==> src/rtl/uart_tx_arb.sv <==
// uart_tx_arb: round-robin arbiter sharing one UART transmit path among N_REQ byte requesters.
// Optional packet locking via UART_ARB_PKT_LOCK_EN.
module uart_tx_arb #(
  parameter int N_REQ = 4,
  parameter int TMO   = 16
) (
  input  logic               clk,
  input  logic               rst,
  input  logic [N_REQ-1:0]   req,
  input  logic [8*N_REQ-1:0] req_data,
  input  logic [N_REQ-1:0]   req_last,
  output logic [N_REQ-1:0]   ack,
  output logic [N_REQ-1:0]   grant,
  output logic [7:0]         tx_din,
  output logic               tx_en,
  input  logic               tx_rdy
);
  localparam int PW = $clog2(N_REQ);
  typedef enum logic [1:0] {IDLE, ISSUE, WAIT_LO, WAIT_HI} state_t;
  state_t state_q, state_d;
  logic [PW-1:0] ptr_q, ptr_d, own_q, own_d, rr_win, sel;
  logic [PW:0] sum;
  logic rr_ok, sel_ok;
  logic [7:0] cnt_q, cnt_d, din_q, din_d;
  logic [N_REQ-1:0] grant_q, grant_d, ack_q;
  logic tx_en_q;
  // Descending scan so the nearest requester after ptr is written last and wins.
  always_comb begin
    rr_ok = 1'b0;
    rr_win = '0;
    sum = '0;
    for (int j = N_REQ; j >= 1; j--) begin
      sum = {1'b0, ptr_q} + (PW+1)'(j);
      sum = (sum >= (PW+1)'(N_REQ)) ? sum - (PW+1)'(N_REQ) : sum;
      if (req[sum[PW-1:0]]) begin
        rr_ok = 1'b1;
        rr_win = sum[PW-1:0];
      end
    end
  end
`ifdef UART_ARB_PKT_LOCK_EN
  logic lock_q, lock_d, last_q, last_d;
  assign sel_ok = lock_q ? req[own_q] : rr_ok;
  assign sel = lock_q ? own_q : rr_win;
`else
  logic unused_last;
  assign unused_last = ^req_last;
  assign sel_ok = rr_ok;
  assign sel = rr_win;
`endif
  always_comb begin
    state_d = state_q;
    ptr_d = ptr_q;
    own_d = own_q;
    grant_d = grant_q;
    din_d = din_q;
    cnt_d = cnt_q;
`ifdef UART_ARB_PKT_LOCK_EN
    lock_d = lock_q;
    last_d = last_q;
`endif
    case (state_q)
      IDLE: if (tx_rdy && sel_ok) begin
        state_d = ISSUE;
        own_d = sel;
        grant_d = N_REQ'(1) << sel;
        din_d = req_data[{sel, 3'b000} +: 8];
`ifdef UART_ARB_PKT_LOCK_EN
        last_d = req_last[sel];
`endif
      end
      ISSUE: begin
        cnt_d = '0;
        state_d = WAIT_LO;
      end
      WAIT_LO: if (!tx_rdy || cnt_q == 8'(TMO-1)) state_d = WAIT_HI;
               else cnt_d = cnt_q + 8'd1;
      WAIT_HI: if (tx_rdy) begin
        state_d = IDLE;
`ifdef UART_ARB_PKT_LOCK_EN
        // A packet in progress keeps its grant and leaves ptr untouched.
        lock_d = !last_q;
        grant_d = last_q ? '0 : grant_q;
        ptr_d = last_q ? own_q : ptr_q;
`else
        grant_d = '0;
        ptr_d = own_q;
`endif
      end
      default: state_d = IDLE;
    endcase
  end
  always_ff @(posedge clk or posedge rst) begin
    if (rst) begin
      state_q <= IDLE;
      ptr_q <= PW'(N_REQ-1);
      own_q <= '0;
      grant_q <= '0;
      din_q <= '0;
      cnt_q <= '0;
      ack_q <= '0;
      tx_en_q <= 1'b0;
`ifdef UART_ARB_PKT_LOCK_EN
      lock_q <= 1'b0;
      last_q <= 1'b0;
`endif
    end else begin
      state_q <= state_d;
      ptr_q <= ptr_d;
      own_q <= own_d;
      grant_q <= grant_d;
      din_q <= din_d;
      cnt_q <= cnt_d;
      ack_q <= (state_q == ISSUE) ? grant_q : '0;
      tx_en_q <= (state_q == ISSUE);
`ifdef UART_ARB_PKT_LOCK_EN
      lock_q <= lock_d;
      last_q <= last_d;
`endif
    end
  end
  assign ack = ack_q;
  assign grant = grant_q;
  assign tx_din = din_q;
  assign tx_en = tx_en_q;
endmodule
==> config.mk <==
export PLATFORM = sky130hd
export DESIGN_NAME = uart_tx_arb
export DESIGN_NICKNAME = d
export VERILOG_FILES = /design/src/rtl/uart_tx_arb.sv
export SDC_FILE = /design/constraint.sdc
export NUM_CORES = 1
export LEC_CHECK = 0
export CAP_MARGIN = 20
export CORE_ASPECT_RATIO = 0.5
export CORE_MARGIN = 3
export CORE_UTILIZATION = 41
export CTS_CLUSTER_DIAMETER = 100
export DETAILED_ROUTE_END_ITERATION = 10
export GPL_TIMING_DRIVEN = 0
export HOLD_SLACK_MARGIN = 0.05
export PLACE_DENSITY = 0.84
export SETUP_SLACK_MARGIN = 0.02
export SLEW_MARGIN = 20
export SYNTH_ARGS = -nofsm -noshare
export SYNTH_HDL_FRONTEND = slang
export SYNTH_SLANG_ARGS = --single-unit
==> constraint.sdc <==
create_clock -name clk -period 1.59 [get_ports clk]
set_input_delay 0.3975 -clock clk [delete_from_list [all_inputs] [get_ports clk]]
set_output_delay 0.3975 -clock clk [all_outputs]
set_load 0.05 [all_outputs]
==> flow_results.xml <==
<?xml version="1.0" encoding="UTF-8"?>
<metrics>
  <group name="worst_setup_path">
    <metric name="critical_path_arrival" unit="ns">1.99</metric>
    <metric name="cp-end-kind" unit="">register</metric>
    <metric name="cp_max_fo" unit="">6</metric>
    <metric name="ff2ff_path_depth" unit="">7</metric>
    <metric name="critical_path.startpoint_type" unit="">register</metric>
    <metric name="crit_type" unit="">reg2reg</metric>
    <metric name="critical_path_required" unit="ns">1.82</metric>
  </group>
  <group name="synth">
    <metric name="yosys_register_bits" unit="">31</metric>
    <metric name="post_synthesis_xor_xnor_area_fraction" unit="%">1.00</metric>
    <metric name="synth_top_area_share" unit="%">41.5</metric>
    <metric name="post_synth_and_or_nand_nor_area_fraction" unit="%">19.4</metric>
    <metric name="synth_top_family_by_area" unit="">simple AND/OR/NAND/NOR gates</metric>
    <metric name="compound_gate_fraction_of_synth_area" unit="%">13.8</metric>
    <metric name="yosys.cell_types.count" unit="">47</metric>
    <metric name="yosys.area_share.adder" unit="%">4.29</metric>
    <metric name="synth_area" unit="um2">1750</metric>
    <metric name="synth.yosys.seq_area_share" unit="%">44.5</metric>
    <metric name="synthArstFlopShare" unit="%">100</metric>
    <metric name="synthesis.nets" unit="">217</metric>
    <metric name="netlist.top_cell.by_area" unit="">sky130_fd_sc_hd__dfrtp_1</metric>
    <metric name="synth_enable_flop_cells" unit="">0</metric>
    <metric name="avgSynthCellArea" unit="um2">10.4</metric>
    <metric name="synthCells" unit="">168</metric>
    <metric name="synth.top_cells.by_area" unit="">sky130_fd_sc_hd__dfrtp_1, sky130_fd_sc_hd__mux2i_1, sky130_fd_sc_hd__ha_1, sky130_fd_sc_hd__nand2_1, sky130_fd_sc_hd__o211ai_1</metric>
    <metric name="synth_ff_type" unit="">sky130_fd_sc_hd__dfrtp_1</metric>
    <metric name="yosys_warnings" unit="">0</metric>
    <metric name="fraction_of_synthesized_area_in_multiplexers" unit="%">12.5</metric>
  </group>
  <group name="detailed_routing">
    <metric name="first_pass_detailed_route_iteration_total" unit="">4</metric>
    <metric name="wire_per_inst" unit="um">16.9</metric>
    <metric name="drcViolationCount" unit="">0</metric>
    <metric name="initialDrtViolationCount" unit="">31</metric>
    <metric name="route.antenna.remaining_nets" unit="">0</metric>
    <metric name="routed_wl" unit="um">5140</metric>
    <metric name="route.vias.total" unit="">1618</metric>
    <metric name="via_per_inst" unit="">5.32</metric>
  </group>
  <group name="grt">
    <metric name="antenna_found_initial" unit="">0</metric>
    <metric name="first_global_vias" unit="">1739</metric>
    <metric name="grt_first_pass_wirelength" unit="um">8140</metric>
    <metric name="grt_usage" unit="%">20.6</metric>
    <metric name="grt_max_degree" unit="">32</metric>
    <metric name="global_route.overflow_total" unit="">0</metric>
  </group>
  <group name="job">
    <metric name="drv_cap" unit="">0</metric>
  </group>
  <group name="pwr">
    <metric name="clock_power_share" unit="%">16.6</metric>
    <metric name="netSwitchingFraction" unit="%">42.9</metric>
    <metric name="switchingPower" unit="W">0.00212</metric>
    <metric name="power_density" unit="nW/um2">1770</metric>
    <metric name="power.static_leakage" unit="nW">1.28</metric>
    <metric name="cell_internal_pwr" unit="W">0.00282</metric>
    <metric name="power_frac_comb" unit="%">57.0</metric>
    <metric name="power.sequential.fraction" unit="%">26.4</metric>
    <metric name="worst_case_vdd_ir_drop" unit="uV">845</metric>
  </group>
  <group name="placed_design">
    <metric name="routabilityCongestion" unit="">0.731</metric>
    <metric name="post-place-ws" unit="ns">-0.604</metric>
    <metric name="dp.cells" unit="">276</metric>
    <metric name="dp_hpwl" unit="um">3240</metric>
    <metric name="port-buffer-count" unit="">54</metric>
  </group>
  <group name="clock_network">
    <metric name="clkSinkCount" unit="">31</metric>
    <metric name="post_cts_hold_buffer_count" unit="">0</metric>
    <metric name="cts-root-buf" unit="">sky130_fd_sc_hd__clkbuf_8</metric>
    <metric name="tritoncts" unit="">built</metric>
    <metric name="cts.reportedPaths.clkPinSlew" unit="ns">0.07</metric>
    <metric name="worst_skew_pair_later_pin_latency" unit="ns">0.30</metric>
    <metric name="cts_inserted_buffers" unit="">5</metric>
    <metric name="cts-htree-levels" unit="">2</metric>
    <metric name="cts-root-to-sink-buffers" unit="">2</metric>
  </group>
  <group name="floorplanning">
    <metric name="effective_utilization_at_floorplan" unit="%">43.7</metric>
    <metric name="die-area" unit="um2">5130</metric>
    <metric name="die_h" unit="um">52.2</metric>
    <metric name="fp.coreArea" unit="um2">4000</metric>
    <metric name="num_io_pins" unit="">60</metric>
    <metric name="die_width" unit="um">98.3</metric>
    <metric name="row_count" unit="">16</metric>
  </group>
  <group name="cells_and_area">
    <metric name="finish.cell_count_without_fillers" unit="">304</metric>
    <metric name="n_antenna_cell" unit="">0</metric>
    <metric name="drive_above_1_share" unit="%">32.4</metric>
    <metric name="layout-area-overhead-vs-synth" unit="%">59.6</metric>
    <metric name="design.final.nets" unit="">298</metric>
  </group>
  <group name="timing">
    <metric name="slew_headroom" unit="%">57.7</metric>
    <metric name="timing.final.hold_violations" unit="">0</metric>
    <metric name="worst_case_setup_margin_in_the_final_layout" unit="ns">-0.165</metric>
    <metric name="worstMarginPinSlew" unit="ns">0.633</metric>
    <metric name="clock_skew" unit="ns">0.00965</metric>
    <metric name="grt_setup_unrepaired" unit="">yes</metric>
    <metric name="setup_viol_count_final" unit="">17</metric>
    <metric name="whs" unit="ns">0.502</metric>
    <metric name="layout_min_cycle_time" unit="ns">1.75</metric>
    <metric name="max_freq" unit="MHz">570</metric>
    <metric name="fin_crit_sh" unit="%">110</metric>
    <metric name="slew_violations" unit="">0</metric>
  </group>
  <group name="hold_path">
    <metric name="hold_class" unit="">in2async</metric>
  </group>
  <group name="outcome">
    <metric name="run_status" unit="">finished with violations</metric>
    <metric name="violations" unit="">setup timing</metric>
  </group>
</metrics>
critical path, cell delays in order, from the launching register on:
cell                      delay [ns]
sky130_fd_sc_hd__dfstp_2        0.60
sky130_fd_sc_hd__mux2i_1        0.21
sky130_fd_sc_hd__o22a_1         0.20
sky130_fd_sc_hd__o21ai_4        0.09
sky130_fd_sc_hd__buf_6          0.14
sky130_fd_sc_hd__buf_4          0.13
sky130_fd_sc_hd__nor4b_4        0.22
sky130_fd_sc_hd__a21o_1         0.11
state kept, by name, indices dropped and copies added (netlist names):
register and cells:
ack 4, cnt_q 8, grant 4, own_q 2, ptr_q 2, state_q 2
tx_din 8, tx_en 1
repair_timing:
item | in CTS | in global routing
setup buffers | 13 | 5
pin swaps | 15 | 14
resized for setup | 65 | 28
endpoints found under the setup margin | 40 | 35
gates cloned | 3 | 0
synth_stat cells (2+ instances only):
master,instances
sky130_fd_sc_hd__nand2b_1,4
sky130_fd_sc_hd__mux2i_1,18
sky130_fd_sc_hd__a21oi_1,2
sky130_fd_sc_hd__nor2_1,12
sky130_fd_sc_hd__inv_1,6
sky130_fd_sc_hd__and2_1,4
sky130_fd_sc_hd__o211ai_1,8
sky130_fd_sc_hd__o21ai_0,6
sky130_fd_sc_hd__a21o_1,2
sky130_fd_sc_hd__nand3_1,8
sky130_fd_sc_hd__mux2_2,2
sky130_fd_sc_hd__ha_1,6
sky130_fd_sc_hd__buf_4,2
sky130_fd_sc_hd__dfrtp_1,29
sky130_fd_sc_hd__or3_1,8
sky130_fd_sc_hd__nand2_1,19
sky130_fd_sc_hd__dfstp_2,2
stage by stage:
step	power [W]	area, um2	TNS, ns	util, %
6_report	0.00493	2790	-1.79	69.7
5_1_grt	0.00520	2790	-3.26	69.7
4_1_cts	0.00482	2750	-1.69	68.8
3_5_place_dp	0.00356	2370	-8.52	59.2
3_3_place_gp	0.00347	2370	-13.62	59.2
2_1_floorplan	0.00287	1760	-0.0742	-
logic make-up (layout without fill, tap and decap cells):
| family | count (synthesis) | count (layout) |
|---|---|---|
| mux | 21 | 21 |
| compound gates | 30 | 30 |
| buf+inv | 12 | 94 |
| xor+xnor | 2 | 2 |
| simple gates | 66 | 66 |
| fa+ha+maj | 6 | 6 |
| flops | 31 | 31 |
area by class of cell:
class	instances	area, um2
Inverter	6	22.5
Fill cell	277	1210
Tap cell	54	67.6
Timing Repair Buffer	74	696
Multi-Input combinational cell	125	1040
Clock buffer	6	82.6
Buffer	6	68.8
Clock inverter	2	35.0
Sequential cell	31	778
path summary, 6_finish.rpt:
path                       startpoint        to  slack (ns)
min                               rst  cnt_q[2]        0.50
min in group clk             own_q[1]  own_q[1]        0.50
max in group asynchronous         rst     tx_en        0.67
max                          ptr_q[1]  grant[2]       -0.16
max reg2reg                  ptr_q[1]  grant[2]       -0.16
min reg2reg                  own_q[1]  own_q[1]        0.50
layout by cell type (no fill, tap or decap), types with 2 or more instances in the layout:
cell / n
sky130_fd_sc_hd__and2_1: 4
sky130_fd_sc_hd__buf_2: 2
sky130_fd_sc_hd__mux2_2: 2
sky130_fd_sc_hd__nor2_2: 2
sky130_fd_sc_hd__or3_1: 8
sky130_fd_sc_hd__nor2_1: 8
sky130_fd_sc_hd__buf_12: 2
sky130_fd_sc_hd__o21ai_0: 3
sky130_fd_sc_hd__nand3_1: 5
sky130_fd_sc_hd__mux2i_1: 17
sky130_fd_sc_hd__a21oi_1: 2
sky130_fd_sc_hd__inv_1: 4
sky130_fd_sc_hd__clkbuf_8: 6
sky130_fd_sc_hd__nor2_4: 2
sky130_fd_sc_hd__inv_2: 2
sky130_fd_sc_hd__nand3_2: 3
sky130_fd_sc_hd__clkbuf_2: 9
sky130_fd_sc_hd__dfstp_2: 2
sky130_fd_sc_hd__o21ai_2: 2
sky130_fd_sc_hd__a21o_1: 2
sky130_fd_sc_hd__nand2b_1: 3
sky130_fd_sc_hd__clkdlybuf4s15_1: 5
sky130_fd_sc_hd__clkdlybuf4s15_2: 3
sky130_fd_sc_hd__buf_6: 9
sky130_fd_sc_hd__nand2_1: 16
sky130_fd_sc_hd__dlygate4sd2_1: 5
sky130_fd_sc_hd__o211ai_1: 8
sky130_fd_sc_hd__dfrtp_1: 29
sky130_fd_sc_hd__ha_1: 4
sky130_fd_sc_hd__or4_4: 2
sky130_fd_sc_hd__clkdlybuf4s50_1: 33
sky130_fd_sc_hd__buf_4: 11
sky130_fd_sc_hd__nand2_2: 3
power by group through the flow:
stage / Sequential [W] / Clock [W] / Combinational, W
6_report: 0.00130 / 0.000820 / 0.00281
3_5_place_dp: 0.00128 / 0 / 0.00228
2_1_floorplan: 0.00181 / 0 / 0.00106
5_1_grt: 0.00134 / 0.000862 / 0.00300
3_3_place_gp: 0.00126 / 0 / 0.00221
4_1_cts: 0.00128 / 0.000824 / 0.00272
routing by layer:
metal	wire length (um)	up-vias	global-route usage, %
met1	2010	797	21.6
met5	0	-	0
li1	-	768	-
met3	212	14	5.18
met4	140	0	8.39
met2	2780	39	40.4
Note: power is estimated with default switching activity, not from simulation.
